===== config.mk =====
export PLATFORM = sky130hd
export DESIGN_NAME = iob_pcie_rx_chnl_ctrl
export DESIGN_NICKNAME = d
export VERILOG_FILES = /design/src/rtl/iob_pcie_rx_chnl_ctrl.sv
export SDC_FILE = /design/constraint.sdc
export NUM_CORES = 1
export LEC_CHECK = 0
export BUFFER_PORTS_ARGS = -buffer_cell sky130_fd_sc_hd__buf_2
export CAP_MARGIN = 20
export CORE_MARGIN = 8
export CORE_UTILIZATION = 36
export CTS_CLUSTER_SIZE = 12
export DETAILED_ROUTE_END_ITERATION = 10
export GPL_TIMING_DRIVEN = 0
export PLACE_DENSITY_LB_ADDON = 0.3
export SKIP_CTS_REPAIR_TIMING = 1
export SYNTH_ARGS = -nofsm -noshare
export SYNTH_HDL_FRONTEND = slang
export SYNTH_SLANG_ARGS = --single-unit

===== constraint.sdc =====
create_clock -name clk -period 8.9 [get_ports clk]
set_input_delay 1.335 -clock clk [delete_from_list [all_inputs] [get_ports clk]]
set_output_delay 1.335 -clock clk [all_outputs]
set_load 0.005 [all_outputs]

===== src/rtl/iob_pcie_rx_chnl_ctrl.sv =====
// iob_pcie_rx_chnl_ctrl
// RX channel transaction controller. A hardware FSM does the CHNL_RX / ACK
// handshake, takes beats until RX_LEN words have been received, and buffers
// them in a synchronous FIFO. The FIFO head is width-converted from PCI_W-bit
// beats into 32-bit words on a valid/ready stream.
//
// Parameters: PCI_W (64 or 128), LEN_W (length counter width),
//             FIFO_ADDR_W (FIFO depth = 2**FIFO_ADDR_W beats)
// Ports:
//   clk, rst (async, active-low)
//   chnl_rx_i / chnl_rx_last_i / chnl_rx_len_i / chnl_rx_off_i : transaction request
//   chnl_rx_data_i / chnl_rx_data_valid_i / chnl_rx_data_ren_o  : beat stream
//   chnl_rx_ack_o                                               : 1-cycle acknowledge
//   out_data_o / out_valid_o / out_ready_i                      : 32-bit word stream
//   busy_o, done_o, last_o, off_o, level_o                      : status
// Optional build macro IOB_PCIE_RX_STATUS_EN adds:
//   err_o   : sticky early-termination flag, cleared at ACK
//   words_o : words accepted in the current/last transaction, cleared at ACK
module iob_pcie_rx_chnl_ctrl #(
    parameter int PCI_W       = 64,
    parameter int LEN_W       = 32,
    parameter int FIFO_ADDR_W = 4
) (
    input  logic                   clk,
    input  logic                   rst,
    input  logic                   chnl_rx_i,
    input  logic                   chnl_rx_last_i,
    input  logic [LEN_W-1:0]       chnl_rx_len_i,
    input  logic [30:0]            chnl_rx_off_i,
    input  logic [PCI_W-1:0]       chnl_rx_data_i,
    input  logic                   chnl_rx_data_valid_i,
    output logic                   chnl_rx_data_ren_o,
    output logic                   chnl_rx_ack_o,
    output logic [31:0]            out_data_o,
    output logic                   out_valid_o,
    input  logic                   out_ready_i,
    output logic                   busy_o,
    output logic                   done_o,
    output logic                   last_o,
    output logic [30:0]            off_o,
    output logic [FIFO_ADDR_W:0]   level_o
`ifdef IOB_PCIE_RX_STATUS_EN
    ,
    output logic                   err_o,
    output logic [LEN_W-1:0]       words_o
`endif
);

    localparam int R     = PCI_W / 32;
    localparam int CNT_W = $clog2(R) + 1;
    localparam int ENT_W = PCI_W + CNT_W;
    localparam int DEPTH = 1 << FIFO_ADDR_W;

    localparam logic [LEN_W-1:0]     R_LEN      = LEN_W'(R);
    localparam logic [FIFO_ADDR_W:0] LEVEL_FULL = {1'b1, {FIFO_ADDR_W{1'b0}}};

    typedef enum logic [1:0] {
        S_IDLE,
        S_ACK,
        S_DATA,
        S_DONE
    } state_t;

    state_t state_q, state_d;

    logic [LEN_W-1:0]       remaining_q;
    logic                   last_q;
    logic [30:0]            off_q;

    logic [ENT_W-1:0]       mem [DEPTH];
    logic [FIFO_ADDR_W-1:0] wr_ptr_q, rd_ptr_q;
    logic [FIFO_ADDR_W:0]   level_q;
    logic [CNT_W-1:0]       lane_q;

    logic                   full, empty, ren, accept, push, pop, out_fire, lane_last;
    logic                   ack, done, early_term;
    logic [LEN_W-1:0]       beat_cnt_w, remaining_after;
    logic [CNT_W-1:0]       beat_cnt;
    logic [ENT_W-1:0]       head;
    logic [PCI_W-1:0]       head_data;
    logic [CNT_W-1:0]       head_cnt;

    assign full  = (level_q == LEVEL_FULL);
    assign empty = (level_q == '0);

    // Enable is based only on the registered level: a pop in the same cycle
    // does not free a slot for the beat being offered now.
    assign ren    = (state_q == S_DATA) && !full;
    assign accept = ren && chnl_rx_data_valid_i;

    assign beat_cnt_w      = (remaining_q < R_LEN) ? remaining_q : R_LEN;
    assign beat_cnt        = CNT_W'(beat_cnt_w);
    assign remaining_after = remaining_q - beat_cnt_w;

    always_comb begin
        state_d    = state_q;
        ack        = 1'b0;
        done       = 1'b0;
        early_term = 1'b0;
        case (state_q)
            S_IDLE: begin
                if (chnl_rx_i) state_d = S_ACK;
            end
            S_ACK: begin
                ack     = 1'b1;
                state_d = (remaining_q == '0) ? S_DONE : S_DATA;
            end
            S_DATA: begin
                if (accept && remaining_after == '0) begin
                    state_d = S_DONE;
                end else if (!chnl_rx_i && !accept) begin
                    state_d    = S_DONE;
                    early_term = 1'b1;
                end
            end
            S_DONE: begin
                done    = 1'b1;
                state_d = S_IDLE;
            end
            default: state_d = S_IDLE;
        endcase
    end

    always_ff @(posedge clk or negedge rst) begin
        if (!rst) begin
            state_q     <= S_IDLE;
            remaining_q <= '0;
            last_q      <= 1'b0;
            off_q       <= '0;
        end else begin
            state_q <= state_d;
            if (state_q == S_IDLE && chnl_rx_i) begin
                remaining_q <= chnl_rx_len_i;
                last_q      <= chnl_rx_last_i;
                off_q       <= chnl_rx_off_i;
            end else if (accept) begin
                remaining_q <= remaining_after;
            end
        end
    end

    // Each FIFO entry carries its valid word count so a partial last beat
    // pops after its final valid word.
    assign push      = accept;
    assign head      = mem[rd_ptr_q];
    assign head_data = head[PCI_W-1:0];
    assign head_cnt  = head[ENT_W-1:PCI_W];
    assign out_fire  = !empty && out_ready_i;
    assign lane_last = (lane_q == head_cnt - CNT_W'(1));
    assign pop       = out_fire && lane_last;

    always_ff @(posedge clk) begin
        if (push) mem[wr_ptr_q] <= {beat_cnt, chnl_rx_data_i};
    end

    always_ff @(posedge clk or negedge rst) begin
        if (!rst) begin
            wr_ptr_q <= '0;
            rd_ptr_q <= '0;
            level_q  <= '0;
            lane_q   <= '0;
        end else begin
            if (push) wr_ptr_q <= wr_ptr_q + FIFO_ADDR_W'(1);
            if (pop)  rd_ptr_q <= rd_ptr_q + FIFO_ADDR_W'(1);
            case ({push, pop})
                2'b10:   level_q <= level_q + (FIFO_ADDR_W+1)'(1);
                2'b01:   level_q <= level_q - (FIFO_ADDR_W+1)'(1);
                default: level_q <= level_q;
            endcase
            if (out_fire) lane_q <= lane_last ? '0 : lane_q + CNT_W'(1);
        end
    end

`ifdef IOB_PCIE_RX_STATUS_EN
    logic             err_q;
    logic [LEN_W-1:0] words_q;

    always_ff @(posedge clk or negedge rst) begin
        if (!rst) begin
            err_q   <= 1'b0;
            words_q <= '0;
        end else if (state_q == S_ACK) begin
            err_q   <= 1'b0;
            words_q <= '0;
        end else begin
            if (early_term && remaining_q != '0) err_q <= 1'b1;
            if (accept) words_q <= words_q + beat_cnt_w;
        end
    end

    assign err_o   = err_q;
    assign words_o = words_q;
`else
    // Status counters are not built; early_term only steers the FSM.
`endif

    assign chnl_rx_data_ren_o = ren;
    assign chnl_rx_ack_o      = ack;
    assign done_o             = done;
    assign busy_o             = (state_q != S_IDLE);
    assign last_o             = last_q;
    assign off_o              = off_q;
    assign level_o            = level_q;
    assign out_valid_o        = !empty;
    assign out_data_o         = empty ? '0 : head_data[32*lane_q +: 32];

endmodule

After elaboration in Yosys (flattened, before gate mapping)
Memory sizes are Yosys's and may differ from the RTL's.
Cells that the tools add are included.
Widths: inputs -> output; s select.
Word-level totals
  bits in writable memories: 1056
  register bits after elaboration: 81
  logic and storage cells: 61
  memories: 1
Memories
  mem: words 16, width 66, rd ports 1, clocked after memory_dff 0, wr ports 1, RTL line 70  | logic [ENT_W-1:0] mem [DEPTH];
Cells by class
  equality and inequality tests: 9
  order comparisons: 1
  add/sub/neg operators: 7
  shifts and indexed selects: 1
  mux-type cells: 15
  reductions and logical operators: 19
Operators with widths (number)
  $mux 32: 4
  $logic_not 32->1: 2
  $shiftx 64x8->32: 1
  $lt 32x2->1 const B: 1
  $sub 32x32->32: 1
  $pmux 5 s2: 1
  $add 4x1->4 const B: 2
  $mux 2: 4
  $pmux 2 s4: 1
  $logic_and 1x1->1: 7
  $eq 2x2->1 const B: 3
  $reduce_bool 2->1: 3
  $add 5x1->5 const B: 1
  $eq 5x5->1 const B: 1
  $logic_not 5->1: 1
  $mux 1: 5
  $sub 5x1->5 const B: 1
  $eq 2x1->1 const B: 2
  $logic_not 1->1: 4
  $ne 3x1->1 const B: 1
  $add 2x1->2 const B: 1
  $eq 2x2->1: 1
  $logic_not 2->1: 1
  $ne 2x2->1 const B: 1
  2 further kinds: 2

Logic depth before layout (Yosys ltp)
Gate-level depths: netlist of run 1.
  depth in word-level cells: 9
  gate-level depth with buffers: 17
  gate-level depth less buffers: 15

Worst setup path before layout of run 1
No wires, ideal clock.
  kind: in2reg
  start: input chnl_rx_data_valid_i
  end: memory mem[3][0] in the netlist's numbering, enable pin
  path buffers: 2
  arrival: 6.925 ns
  path slack: 1.404 ns
  library setup time: 0.571 ns
  cell stages on the path: 6
  cells stage by stage: nand2_1 a21oi_1 clkbuf_1 clkbuf_1 nand2_1 nor3_1
Between the ends
  word-level cells in the longest chain between the ends: 3
Ends and longest elaborated chain
  from (decl): RTL line 31  | input logic chnl_rx_data_valid_i,
  $logic_and 1x1->1: RTL line 89  | assign accept = ren && chnl_rx_data_valid_i;
  $mux 1: RTL line 153  | if (push) mem[wr_ptr_q] <= {beat_cnt, chnl_rx_data_i};
  $mux 1 (implied by the code): RTL line 153
  to (decl): RTL line 70
Every way passes these cells.

Final worst setup path of run 1
  start: register rd_ptr_q[1]
  end: output out_data_o[23]
Between the ends
  word-level cells in the longest chain between the ends: 3
Ends and longest elaborated chain
  from (decl): RTL line 71  | logic [FIFO_ADDR_W-1:0] wr_ptr_q, rd_ptr_q;
  from (signal assigned): RTL line 164  | if (pop) rd_ptr_q <= rd_ptr_q + FIFO_ADDR_W'(1);
  $mem_v2 16x66
  $shiftx 64x8->32: RTL line 205  | assign out_data_o = empty ? '0 : head_data[32*lane_q +: 32];
  $mux 32: RTL line 205
  to (decl): RTL line 34  | output logic [31:0] out_data_o,
Every way passes these cells.

==> key figures, run 1 <==
STA
  • # setup viols final: 0
  • Worst-Margin Slew: 1.04 ns
  • Final Cycle Share: 0.703
  • Setup TNS: 0 ns
  • Min Tclk post-route: 6.25 ns
  • Clock Skew: 0.0721 ns
  • Max-slew violations: 0
  • Fmax: 160 MHz
  • Setup WS post-layout: around 2.6 ns
  • Slew headroom: 0.310
  • Hold WS: 0.507 ns
  • Final hold viol count: 0
  • RSZ-0062 raised after global routing: false

Floorplanning
  • Io pins: 207
  • Die width: 367 microns
  • Die H: ~370 microns
  • CORE AREA: 123000 sq um
  • Core Rows: 129
  • Die area: 135000 sq um
  • Starting Density: 0.361

Pwr
  • Total power: approximately 16 mW
  • Switch Pwr: 4.75 mW
  • Switching Fraction: 0.304
  • Peak VDD IR: 0.200 mV
  • Static leakage: 17.0 nW
  • Flop pwr share: 0.408
  • PwrDens: 297 nW/um^2
  • Clock network power share: 0.287
  • Combinational Power Share: 0.305
  • Total internal power: between 10 and 15 mW

Worst hold path
  • HP Start: last_o
  • Worst Hold End: last_o
  • Hold Path Class: reg -> reg
  • Hold path cells: 1

Critical path
  • Max incr delay on CP: 0.80 ns
  • Slowest CP cell: clkbuf_1
  • CP startpoint kind: flop
  • Crit path capture type: output port
  • Worst r2r src: remaining_q[25]
  • Most frequent cell on the critical path: clkbuf_1
  • Crit Path Category: reg -> out
  • Cells along the critical path: clkbuf_1 -> clkbuf_1 -> clkbuf_1 -> mux4_2 -> mux4_2 -> mux2i_1 -> nor2_1 -> buf_2
  • CP max FO: 10
  • R2R Path End: state_q[1]
  • Worst EP required: 7.57 ns
  • Reg2Reg Setup Slack: 4.37 ns
  • Arrival time worst endpoint: roughly 4.9 ns
  • Worst Reg-to-Reg Cells: 14

Global routing
  • Global-route wire length before repair: ~160000 microns
  • Largest net degree at the start of global routing: 44
  • Initial antenna violation count: 22
  • Total gr overflow: 0
  • Gr usage total: 0.166
  • Vias in the first global route: approximately 23000

Placement
  • DP Area: 49100 sq um
  • DP Cell Count: a little under 4000
  • RD Place Congestion: 0.844
  • Worst slack, placed: around 3.3 ns
  • DP HPWL: 76700 microns
  • # port buffers: 206

Clock tree
  • Clock sinks: between 1000 and 1500
  • TritonCTS clock tree: yes
  • CTS root buffer: clkbuf_16
  • CTS Buf Count: 117
  • Clock transition at path regs: 0.06 ns
  • H-Tree Depth: 3
  • Worst-Skew Late Latency: just over 0.7 ns
  • Clk buf depth: 3

Cells and area
  • Nets: 2566
  • Final Non-Filler Cells: 4148
  • Layout area overhead: 18.4%
  • Core Util, Final: 0.427
  • Finished Cell Area: 52600 sq um
  • Layout cells sized above 1: 0.343

Synthesis
  • Ys async rst share: 0.0712
  • Synthesized area per cell: ~22 sq um
  • Seq/Total Area, Yosys: 0.759
  • Synth warn: 0
  • Dominant synthesized flop cell: edfxtp_1
  • Synth area leaders: edfxtp_1, mux4_2, dfrtp_1
  • Synthesized instance count: 2002
  • Post-synth EDFFs: 1056
  • Register bit total from synthesis: 1137
  • Post-synth top area cell: edfxtp_1
  • Post-synth top area share: 0.713
  • Netlist cell types: 62
  • Post-Syn Nets: 2151
  • Synthesized area: 44400 sq um

Route
  • Vias: approximately 22000
  • DRC viols: 0
  • Drt wl/cell: 27.5 microns
  • Drt pass-1 iters: 5
  • Vias/cell: roughly 5.3
  • Drt total wl: roughly 110000 microns
  • ANT nets after route: 0
  • Initial drt markers: 2231

Outcome
  • Status: completed

Flow run
  • Max-cap viol count: 0
-- area by class of cell --
type | count | area, sq um
diodes | 12 | 30.0
plain buffers | 102 | 424
clock buffers | 153 | 3080
clock inverters | 48 | 402
fillers | 10500 | 70500
inverters | 18 | 67.6
multi-input cells | 745 | 10300
flip-flops and latches | 1137 | 33700
well taps | 1637 | 2050
repair buffers | 296 | 2480
-- routing by layer --
metal,vias up,share of wire,track usage
met4,2,0.019,0.0363
met1,11800,0.42,0.225
met3,160,0.072,0.0370
met2,817,0.49,0.275
li1,9214,-,-
met5,-,0.00011,0
-- cells in the mapped netlist (all sizes together) (2+ instances only) --
| library cell | n |
|---|---|
| a21o | 4 |
| a31oi | 3 |
| ha | 15 |
| o2111ai | 2 |
| a2111oi | 2 |
| clkbuf | 63 |
| nand2 | 33 |
| edfxtp | 1056 |
| dfrtp | 81 |
| and4 | 2 |
| inv | 18 |
| nand3 | 17 |
| nor2 | 99 |
| or4 | 5 |
| nor4 | 14 |
| or3 | 9 |
| mux4 | 328 |
| o211ai | 2 |
| xor2 | 21 |
| mux2 | 37 |
| mux2i | 37 |
| a21oi | 35 |
| nor3 | 17 |
| and3 | 3 |
| xnor2 | 21 |
| a21boi | 4 |
| nand2b | 5 |
| buf | 39 |
| nand4 | 3 |
| o21ai | 8 |
-- power groups by stage --
stage	Sequential (mW)	Clock, mW	Combinational, mW
global route	6.42	4.78	5.12
CTS	6.38	4.58	4.86
global placement	6.52	0	4.66
detailed placement	6.48	0	4.85
finish	6.38	4.49	4.77
floorplan	6.47	0	2.98
-- cell usage in the layout, fill, tap and decap left out, types with 13 or more instances in the layout --
cell type	count
buf_2	232
buf_6	38
clkbuf_1	97
edfxtp_1	1056
mux2i_1	37
nor3_1	13
dfrtp_1	81
clkinv_1	25
mux4_2	328
inv_1	17
ha_1	15
xnor2_1	21
nand2_1	33
nand3_1	17
buf_12	34
mux2_2	36
xor2_1	21
a21oi_1	35
clkbuf_16	117
nor2_1	87
-- cell families (layout without fill, tap and decap cells) --
logic type | count (synthesis) | count (layout) | share of synthesized area
flip-flops | 1137 | 1137 | 0.759
multiplexers | 402 | 402 | 0.184
AND/OR/NAND/NOR | 214 | 214 | 0.0230
buffers and inverters | 120 | 617 | 0.0111
AO/OA/AOI/OAI | 69 | 69 | 0.00963
XOR/XNOR | 42 | 42 | 0.00828
adder cells (fa/ha/maj) | 17 | 17 | 0.00490
other | 1 | 13 | 0.0000844
-- worst max path at each step --
stage                           endpoint            startpoint  cells after the start
final                     out_data_o[23]           rd_ptr_q[1]                      8
after detailed placement  out_data_o[23]           rd_ptr_q[1]                      8
after floorplan                mem[3][0]  chnl_rx_data_valid_i                      6
after global routing      out_data_o[24]           rd_ptr_q[1]                      8
after global placement        mem[1][44]  chnl_rx_data_valid_i                      7
after CTS                 out_data_o[23]           rd_ptr_q[1]                      8
-- state kept, by name, summed over array words and instances, names as in the netlist --
signal / flops
off_o: 31
wr_ptr_q: 4
last_o: 1
level_o: 5
lane_q: 2
state_q: 2
rd_ptr_q: 4
mem: 1056
remaining_q: 32
-- worst max-delay path: cells and delay by family (launching register included) --
kind          cells  cell delay, ns
buf+inv           4            2.41
flops             1            0.40
mux               3            1.33
simple gates      1            0.08
Note: power is estimated with default switching activity, not from simulation.
==> run 2: changes to the inputs <==
ABC_AREA = 1   (was unset)
clock period = 6.5 ns   (was 8.9 ns; I/O delays follow)
==> key figures, run 2 <==
Outcome
  • Status: completed

Pwr
  • Total internal power: 14.4 mW (+32%)
  • Switch Pwr: 9.96 mW (+110%)
  • Flop pwr share: 0.357 (-0.051)
  • Switching Fraction: 0.408 (+0.104)
  • Peak VDD IR: 0.258 mV (+29%)
  • Total power: 24.4 mW (+56%)
  • Clock network power share: 0.261 (-0.026)
  • Static leakage: 17.9 nW (+5.0%)
  • PwrDens: 455 nW/um^2 (+53%)
  • Combinational Power Share: 0.382 (+0.077)

Critical path
  • Cells along the critical path: inv_2 -> buf_4 -> buf_4 -> clkbuf_1 -> o21ai_0 -> o22ai_1 -> nor2_1 -> o311ai_0 -> nand2_1 -> a21oi_1 -> buf_2
  • Max incr delay on CP: 1.01 ns (+0.21 ns)
  • Reg2Reg Setup Slack: 2.73 ns (-1.64 ns)
  • Worst EP required: 5.52 ns (-2.05 ns)
  • R2R Path End: level_o[4]
  • Crit Path Category: reg -> out
  • Crit path capture type: output port
  • CP startpoint: rd_ptr_q[1]
  • Most frequent cell on the critical path: buf_4
  • CP max FO: 10 (unchanged)
  • Worst Reg-to-Reg Cells: 14 (unchanged)
  • Worst r2r src: lane_q[0]
  • Slowest CP cell: o311ai_0
  • CP startpoint kind: flop
  • Arrival time worst endpoint: 4.45 ns (-0.47 ns)

Route
  • ANT nets after route: 0 (unchanged)
  • DRC viols: 0 (unchanged)
  • Vias: 32300 (+47%)
  • Drt wl/cell: 27.4 microns (-0.43%)
  • Initial drt markers: 3948 (+77%)
  • Vias/cell: 5.71 (+7.5%)
  • Drt total wl: 155000 microns (+36%)
  • Drt pass-1 iters: 6 (+1)

Clock tree
  • Worst-Skew Late Latency: 0.74 ns (+0.02 ns)
  • H-Tree Depth: 3 (unchanged)
  • TritonCTS clock tree: yes
  • CTS Buf Count: 118 (+0.85%)
  • Clock sinks: 1137 (unchanged)
  • Clock transition at path regs: 0.06 ns (about the same)
  • CTS root buffer: clkbuf_16
  • Clk buf depth: 3 (unchanged)

Floorplanning
  • Core Rows: 130 (+0.78%)
  • CORE AREA: 126000 sq um (+2.2%)
  • Die H: 372 microns (+1.4%)
  • Starting Density: 0.363 (+0.00234)
  • Die width: 372 microns (+1.4%)
  • Die area: 139000 sq um (+2.8%)
  • Io pins: 207 (unchanged)

Global routing
  • Largest net degree at the start of global routing: 57 (+30%)
  • Vias in the first global route: 31400 (+34%)
  • Total gr overflow: 0 (unchanged)
  • Gr usage total: 0.217 (+0.0512)
  • Global-route wire length before repair: 221000 microns (+34%)
  • Initial antenna violation count: 19 (-14%)

Synthesis
  • Seq/Total Area, Yosys: 0.738 (-0.0213)
  • Synth warn: 0 (unchanged)
  • Synthesized instance count: 3533 (+76%)
  • Post-synth top area share: 0.693 (-0.0200)
  • Post-Syn Nets: 3682 (+71%)
  • Netlist cell types: 46 (-26%)
  • Ys async rst share: 0.0712 (unchanged)
  • Post-synth top area cell: edfxtp_1
  • Post-synth top cells: edfxtp_1, nor2_1, o21ai_0
  • Post-synth EDFFs: 1056 (unchanged)
  • Most common cell in the synthesized netlist: edfxtp_1
  • Synthesized area: 45700 sq um (+2.9%)
  • Synthesized area per cell: 12.9 sq um (-42%)
  • Register bit total from synthesis: 1137 (unchanged)
  • Dominant synthesized flop cell: edfxtp_1
  • Synth area leaders: edfxtp_1, o21ai_0, nor2_1

Placement
  • RD Place Congestion: 0.892 (+5.8%)
  • DP Cell Count: 5440 (+38%)
  • # port buffers: 206 (unchanged)
  • DP HPWL: 106000 microns (+38%)

Cells and area
  • Core Util, Final: 0.426 (-0.00145)
  • Commonest non-fill, non-tap cell in the layout: edfxtp_1
  • Final Non-Filler Cells: 5657 (+36%)
  • Most frequent cells in the layout: edfxtp_1, nor2_1, o21ai_0
  • Max reg flops: 1056 (unchanged)
  • Nets: 4059 (+58%)
  • Layout cells sized above 1: 0.138 (-0.205)
  • Layout area overhead: 17.2%
  • Reg with most FFs: mem

STA
  • Hold WS: 0.202 ns (-0.304 ns)
  • Final hold viol count: 0 (unchanged)
  • Final Cycle Share: 0.834
  • Slew headroom: 0.178 (-0.131)
  • Setup TNS: 0 ns (unchanged)
  • # setup viols final: 0 (unchanged)
  • Max-slew violations: 0 (unchanged)
  • Worst-Margin Slew: 1.22 ns (+0.182 ns)
  • RSZ-0062 raised after global routing: false
  • Min Tclk post-route: 5.42 ns
  • Clock Skew: 0.0388 ns (-0.0333 ns)
  • Fmax: 185 MHz

Worst hold path
  • Hold Path Class: in -> async

Flow run
  • Max-cap viol count: 0 (unchanged)
-- run 2: cell types whose count changed in the layout (fill, tap and decap cells not counted), sizes merged, moves of 21 or more --
cell	previous run	this run
buf	335	360
a21oi	35	14
nand3	17	109
o221ai	0	199
o21ai	8	561
mux4	328	0
mux2i	37	0
nand2	33	256
inv	19	77
a31oi	3	40
clkbuf	216	299
o22ai	0	88
nor2	99	704
mux2	37	0
-- run 2: worst max-delay path: cells and delay by family, from the launching register on --
family / cells / cell delay [ns]
AO/OA/AOI/OAI: 4 / 1.61
buffers and inverters: 5 / 1.26
flip-flops: 1 / 0.46
AND/OR/NAND/NOR: 2 / 0.39
-- run 2: per-stage QoR --
stage | area (sq um) | worst slack [ns]
2_1_floorplan | 45700 | 1.64
3_3_place_gp | 48800 | -2.69
3_5_place_dp | 50000 | 1.87
4_1_cts | 53600 | 1.10
5_1_grt | 53600 | 1.02
6_report | 53600 | 1.08
-- run 2: cell type report --
cell class / instances / area [sq um]
Multi-Input combinational cell: 2078 / 10800
Buffer: 244 / 1080
Clock buffer: 159 / 3150
Clock inverter: 50 / 419
Timing Repair Buffer: 257 / 2090
Inverter: 74 / 280
Antenna cell: 8 / 20.0
Tap cell: 1650 / 2060
Sequential cell: 1137 / 33700
Fill cell: 11700 / 72300
-- run 2: power groups by stage --
stage / Combinational, mW / Clock, mW / Sequential (mW)
detailed placement: 9.14 / 0 / 8.84
global route: 9.93 / 6.69 / 8.75
CTS: 9.17 / 6.42 / 8.70
finish: 9.32 / 6.36 / 8.70
global placement: 8.96 / 0 / 8.89
floorplan: 4.94 / 0 / 8.83
-- run 2: cell families after synthesis --
family | synth area share
DFF | 0.738
and+or+nand+nor | 0.0970
AOI/OAI and AO/OA | 0.126
buffers and inverters | 0.0297
xor gates and xnor gates | 0.00514
adders and majority gates | 0.00454
other | 0.0000820
-- run 2: worst max-delay path by stage --
stage | slack (ns) | cells past startpoint | to
global placement | -2.69 | 6 | mem[0][30]
floorplan | 1.64 | 5 | mem[11][0]
global route | 1.02 | 9 | out_data_o[30]
finish | 1.08 | 11 | out_data_o[1]
detailed placement | 1.87 | 9 | out_data_o[30]
CTS | 1.10 | 9 | out_data_o[30]
-- run 2: metal layers --
layer,global-route usage,part of all wire,up-vias
met4,0.0766,0.034,10
met2,0.345,0.46,1803
li1,-,-,14000
met3,0.0465,0.10,285
met5,0,0.00045,-
met1,0.295,0.40,16200
